### src/rtl/d_fwd_hazard_unit.sv
// D-stage stall/forward decision for the 5-stage MIPS core, tracking E/M/W destination and Tnew.
// Optional stall_cnt output enabled by defining HAZARD_STALL_CNT_EN.
module d_fwd_hazard_unit #(
   parameter int unsigned TNEW_W = 2
) (
   input  logic              clk,
   input  logic              reset,
   input  logic [4:0]        D_rs,
   input  logic [4:0]        D_rt,
   input  logic [TNEW_W-1:0] D_rs_tuse,
   input  logic [TNEW_W-1:0] D_rt_tuse,
   input  logic              D_rs_used,
   input  logic              D_rt_used,
   input  logic [4:0]        D_A3,
   input  logic [TNEW_W-1:0] D_tnew,
   input  logic [31:0]       D_rs_grf,
   input  logic [31:0]       D_rt_grf,
   input  logic [31:0]       E_GRF_Wdata,
   input  logic [31:0]       M_GRF_Wdata,
   input  logic [31:0]       W_GRF_Wdata,
   output logic              stall,
   output logic [31:0]       D_rs_fwd,
   output logic [31:0]       D_rt_fwd
`ifdef HAZARD_STALL_CNT_EN
   ,
   output logic [31:0]       stall_cnt
`endif
);

   logic [4:0]        E_A3, M_A3, W_A3;
   logic [TNEW_W-1:0] E_tnew, M_tnew;
   logic              rs_hazard, rt_hazard;

   function automatic logic hazard(input logic [4:0] s, input logic used,
                                   input logic [TNEW_W-1:0] tuse);
      logic hit_e, hit_m;
      hit_e  = (s == E_A3) && (E_tnew > tuse);
      hit_m  = (s == M_A3) && (M_tnew > tuse);
      hazard = used && (s != 5'd0) && (hit_e || hit_m);
   endfunction

   // A younger match that is not ready yet shadows older stages and falls back to the GRF.
   function automatic logic [31:0] fwd(input logic [4:0] s, input logic [31:0] grf);
      if (s == 5'd0)
         fwd = '0;
      else if (s == E_A3)
         fwd = (E_tnew == '0) ? E_GRF_Wdata : grf;
      else if (s == M_A3)
         fwd = (M_tnew == '0) ? M_GRF_Wdata : grf;
      else if (s == W_A3)
         fwd = W_GRF_Wdata;
      else
         fwd = grf;
   endfunction

   always_comb begin
      rs_hazard = hazard(D_rs, D_rs_used, D_rs_tuse);
      rt_hazard = hazard(D_rt, D_rt_used, D_rt_tuse);
      stall     = rs_hazard || rt_hazard;
      D_rs_fwd  = fwd(D_rs, D_rs_grf);
      D_rt_fwd  = fwd(D_rt, D_rt_grf);
   end

   always_ff @(posedge clk or posedge reset) begin
      if (reset) begin
         E_A3   <= '0;
         E_tnew <= '0;
         M_A3   <= '0;
         M_tnew <= '0;
         W_A3   <= '0;
      end else begin
         if (stall) begin
            E_A3   <= '0;
            E_tnew <= '0;
         end else begin
            E_A3   <= D_A3;
            E_tnew <= D_tnew;
         end
         M_A3   <= E_A3;
         M_tnew <= (E_tnew == '0) ? '0 : E_tnew - TNEW_W'(1);
         W_A3   <= M_A3;
      end
   end

`ifdef HAZARD_STALL_CNT_EN
   always_ff @(posedge clk or posedge reset) begin
      if (reset)
         stall_cnt <= '0;
      else if (stall)
         stall_cnt <= stall_cnt + 32'd1;
   end
`endif

endmodule
### config.mk
export PLATFORM = sky130hd
export DESIGN_NAME = d_fwd_hazard_unit
export DESIGN_NICKNAME = d
export VERILOG_FILES = /design/src/rtl/d_fwd_hazard_unit.sv
export SDC_FILE = /design/constraint.sdc
export NUM_CORES = 1
export LEC_CHECK = 0
export ABC_AREA = 1
export BUFFER_PORTS_ARGS = -buffer_cell sky130_fd_sc_hd__buf_4
export CAP_MARGIN = 5
export CORE_MARGIN = 2
export CORE_UTILIZATION = 47
export CTS_CLUSTER_DIAMETER = 60
export CTS_CLUSTER_SIZE = 28
export DETAILED_ROUTE_END_ITERATION = 12
export PLACE_DENSITY_LB_ADDON = 0.1
export SLEW_MARGIN = 20
export SYNTH_ARGS = -nofsm -noshare
export SYNTH_HDL_FRONTEND = slang
export SYNTH_SLANG_ARGS = --single-unit
### constraint.sdc
create_clock -name clk -period 5.2 [get_ports clk]
set_clock_uncertainty 0.1 [all_clocks]
set_input_delay 1.56 -clock clk [delete_from_list [all_inputs] [get_ports clk]]
set_output_delay 1.56 -clock clk [all_outputs]
set_load 0.02 [all_outputs]
==> results.md <==
* Syn_nets at 1226
* Fin crit share at 0.950
* Fill cell count at 1187
* Average instance area after synthesis at 5.22 µm²
* Synth unique cells at 34
* Cells after Synth at 1033
* Crit path DAT at 3280 ps
* Final hold slack at 333 ps
* VDD IR max at 0.220 mV
* Std cell rows at 39
* Top post-synthesis cells by area: nand2_1, o21ai_0, nor2_1, inv_1, dfrtp_1
* Die width at 111 µm
* Register area share after synthesis at 0.0881
* CTS max path bufs at 2
* Final Util at 0.652
* Slew margin rel. at 0.515
* Total CTS buffers at 3
* Worst-margin pin slew at 727 ps
* Synthesized flop and latch total at 19
* Post-synth EDFFs at 0
* # nets final at 1431
* Via-to-Cell Ratio at 5.29
* Final ANT Viol Nets at 0
* Largest net degree at the start of global routing at 65
* Pleak at 4.28 nW
* Internal at 571 µW
* Clock power frac at 0.152
* CTS tree: built
* Post-DP HPWL at 13.9 mm
* Post-CTS sizing at 0
* Share of the synthesized area in the top cell type at 0.196
* Hold Violations, Final at 0
* Cell Pwr Density at 143 mW/mm²
* Die Y at 111 µm
* Hold Path Class: reg2reg
* Crit Path Category: in2out
* Postcts setup bufs at 0
* N_diodes at 0
* Ports at 250
* RSZ-0062 raised after global routing: no
* Crit path time final at 4940 ps
* Final Setup Violations at 0
* Clk pin slew, worst setup/hold paths at 50 ps
* Logic pwr share at 0.687
* Total of max-cap violations at 0
* Async set-reset flop share out of synthesis at 1.00
* Switch Pwr at 487 µW
* Commonest non-fill, non-tap cells in the layout: nand2_1, buf_4, nor2_1
* Synth area leader: nand2_1
* Gpl congestion at 0.862
* Synthesis Warnings at 0
* Core ar. at 0.0113 mm²
* Via Count at 7296
* Gr usage total at 0.305
* DR WL/cell at 14.1 µm
* Post-Syn Area at 0.00540 mm²
* Status: finished clean
* DRT Pass-1 Iters at 5
* Post-synth top flop: dfrtp_1
* Layout cells sized above 1 at 0.289
* Setup TNS at 0 ps
* Clk Latency, worst-skew pair at 250 ps
* Commonest non-fill, non-tap cell in the layout: nand2_1
* Hold_buf cts at 0
* Seq pwr share at 0.161
* Achievable Freq at 202 MHz
* Antenna violations before repair at 0
* Critical path required time at 3540 ps
* Critical-path maximum fanout at 32
* Die Footprint at 0.0124 mm²
* CP startpoint kind: input port
* Crit end category: output pin
* Vias in the first global route at 6664
* Grt ovf at 0
* Max-slew violation count at 0
* Initial Util at 0.477
* Drt total wl at 19.5 mm
* CTS Root Buffer Type: clkbuf_16
* Layout area overhead at 36.8%
* Remaining routing DRC violations at 0
* H-tree depth at 1
* First-pass GRT wire length at 31.9 mm
* Clk sinks at 19
* IO buf count at 249
* Sw Ratio at 0.460
* Violation count after the first detailed-route iteration at 744
## final timing paths
check | from | endpoint | slack [ps] | cells past startpoint
worst min-delay path | E_A3[3] | M_A3[3] | 330 | 0
worst max register to register | M_A3[0] | E_A3[2] | 3350 | 8
worst max-delay path | D_rt[1] | D_rt_fwd[11] | 260 | 10
min in group asynchronous | reset | W_A3[0] | 1330 | 2
max in group asynchronous | reset | M_A3[4] | 3210 | 2
worst min register to register | E_A3[3] | M_A3[3] | 330 | 0
## routing by layer
| metal | part of all wire | vias to the layer above | global-route usage |
|---|---|---|---|
| met2 | 0.47 | 338 | 0.520 |
| met1 | 0.42 | 3240 | 0.402 |
| met3 | 0.078 | 42 | 0.0339 |
| met5 | 0 | - | 0 |
| li1 | - | 3676 | - |
| met4 | 0.029 | 0 | 0.103 |
## cell families after synthesis
family / count (synthesis) / share of synthesized area
AND/OR/NAND/NOR: 549 / 0.433
AO/OA/AOI/OAI: 235 / 0.262
XOR/XNOR: 18 / 0.0292
flip-flops: 19 / 0.0881
buffers and inverters: 204 / 0.168
adder cells (fa/ha/maj): 8 / 0.0185
## state kept, by name, summed over array words and instances, names as in the netlist
name	count
M_A3	5
W_A3	5
M_tnew	2
E_tnew	2
E_A3	5
## layout make-up
| cell class | instances | area, µm² | share of cell area |
|---|---|---|---|
| Inverter | 135 | 507 | 0.0686 |
| Clock buffer | 3 | 75.1 | 0.0102 |
| Clock inverter | 1 | 7.51 | 0.00102 |
| Multi-Input combinational cell | 810 | 4040 | 0.548 |
| Sequential cell | 19 | 475 | 0.0644 |
| Tap cell | 143 | 179 | 0.0242 |
| Timing Repair Buffer | 269 | 2090 | 0.284 |
## critical path, stage by stage
cell and delay (ps):
buf_4 140, inv_2 50, nor2_1 30, nor3_1 370, nand3_1 220, inv_2 300, buf_12 230, nor2_1 70
a21oi_2 140, buf_4 160
## power by group through the flow
stage | clock (mW) | sequential, mW | combinational [mW]
global route | 0.171 | 0.172 | 0.797
global placement | 0 | 0.172 | 0.716
CTS | 0.163 | 0.170 | 0.724
floorplan | 0 | 0.169 | 0.424
detailed placement | 0 | 0.173 | 0.720
finish | 0.161 | 0.170 | 0.728
## cells in the mapped netlist (all sizes together), types with 8 or more instances
master  instances
buf            47
inv           135
o21ai         159
nand2         283
ha              8
nor2          156
nand4          35
or2            31
clkbuf         22
dfrtp          19
xor2           12
a21oi          73
nand3          39
## stage by stage
stage | total power, mW | cell area, µm² | setup slack (ps) | cells
5_1_grt | 1.14 | 7380 | 196 | 1380
3_5_place_dp | 0.893 | 7300 | 387 | 1376
3_3_place_gp | 0.889 | 7300 | 394 | 1376
4_1_cts | 1.06 | 7380 | 347 | 1380
2_1_floorplan | 0.593 | 5400 | 824 | 1033
6_report | 1.06 | 7380 | 261 | 1380
Power figures use the tool's default switching activity.
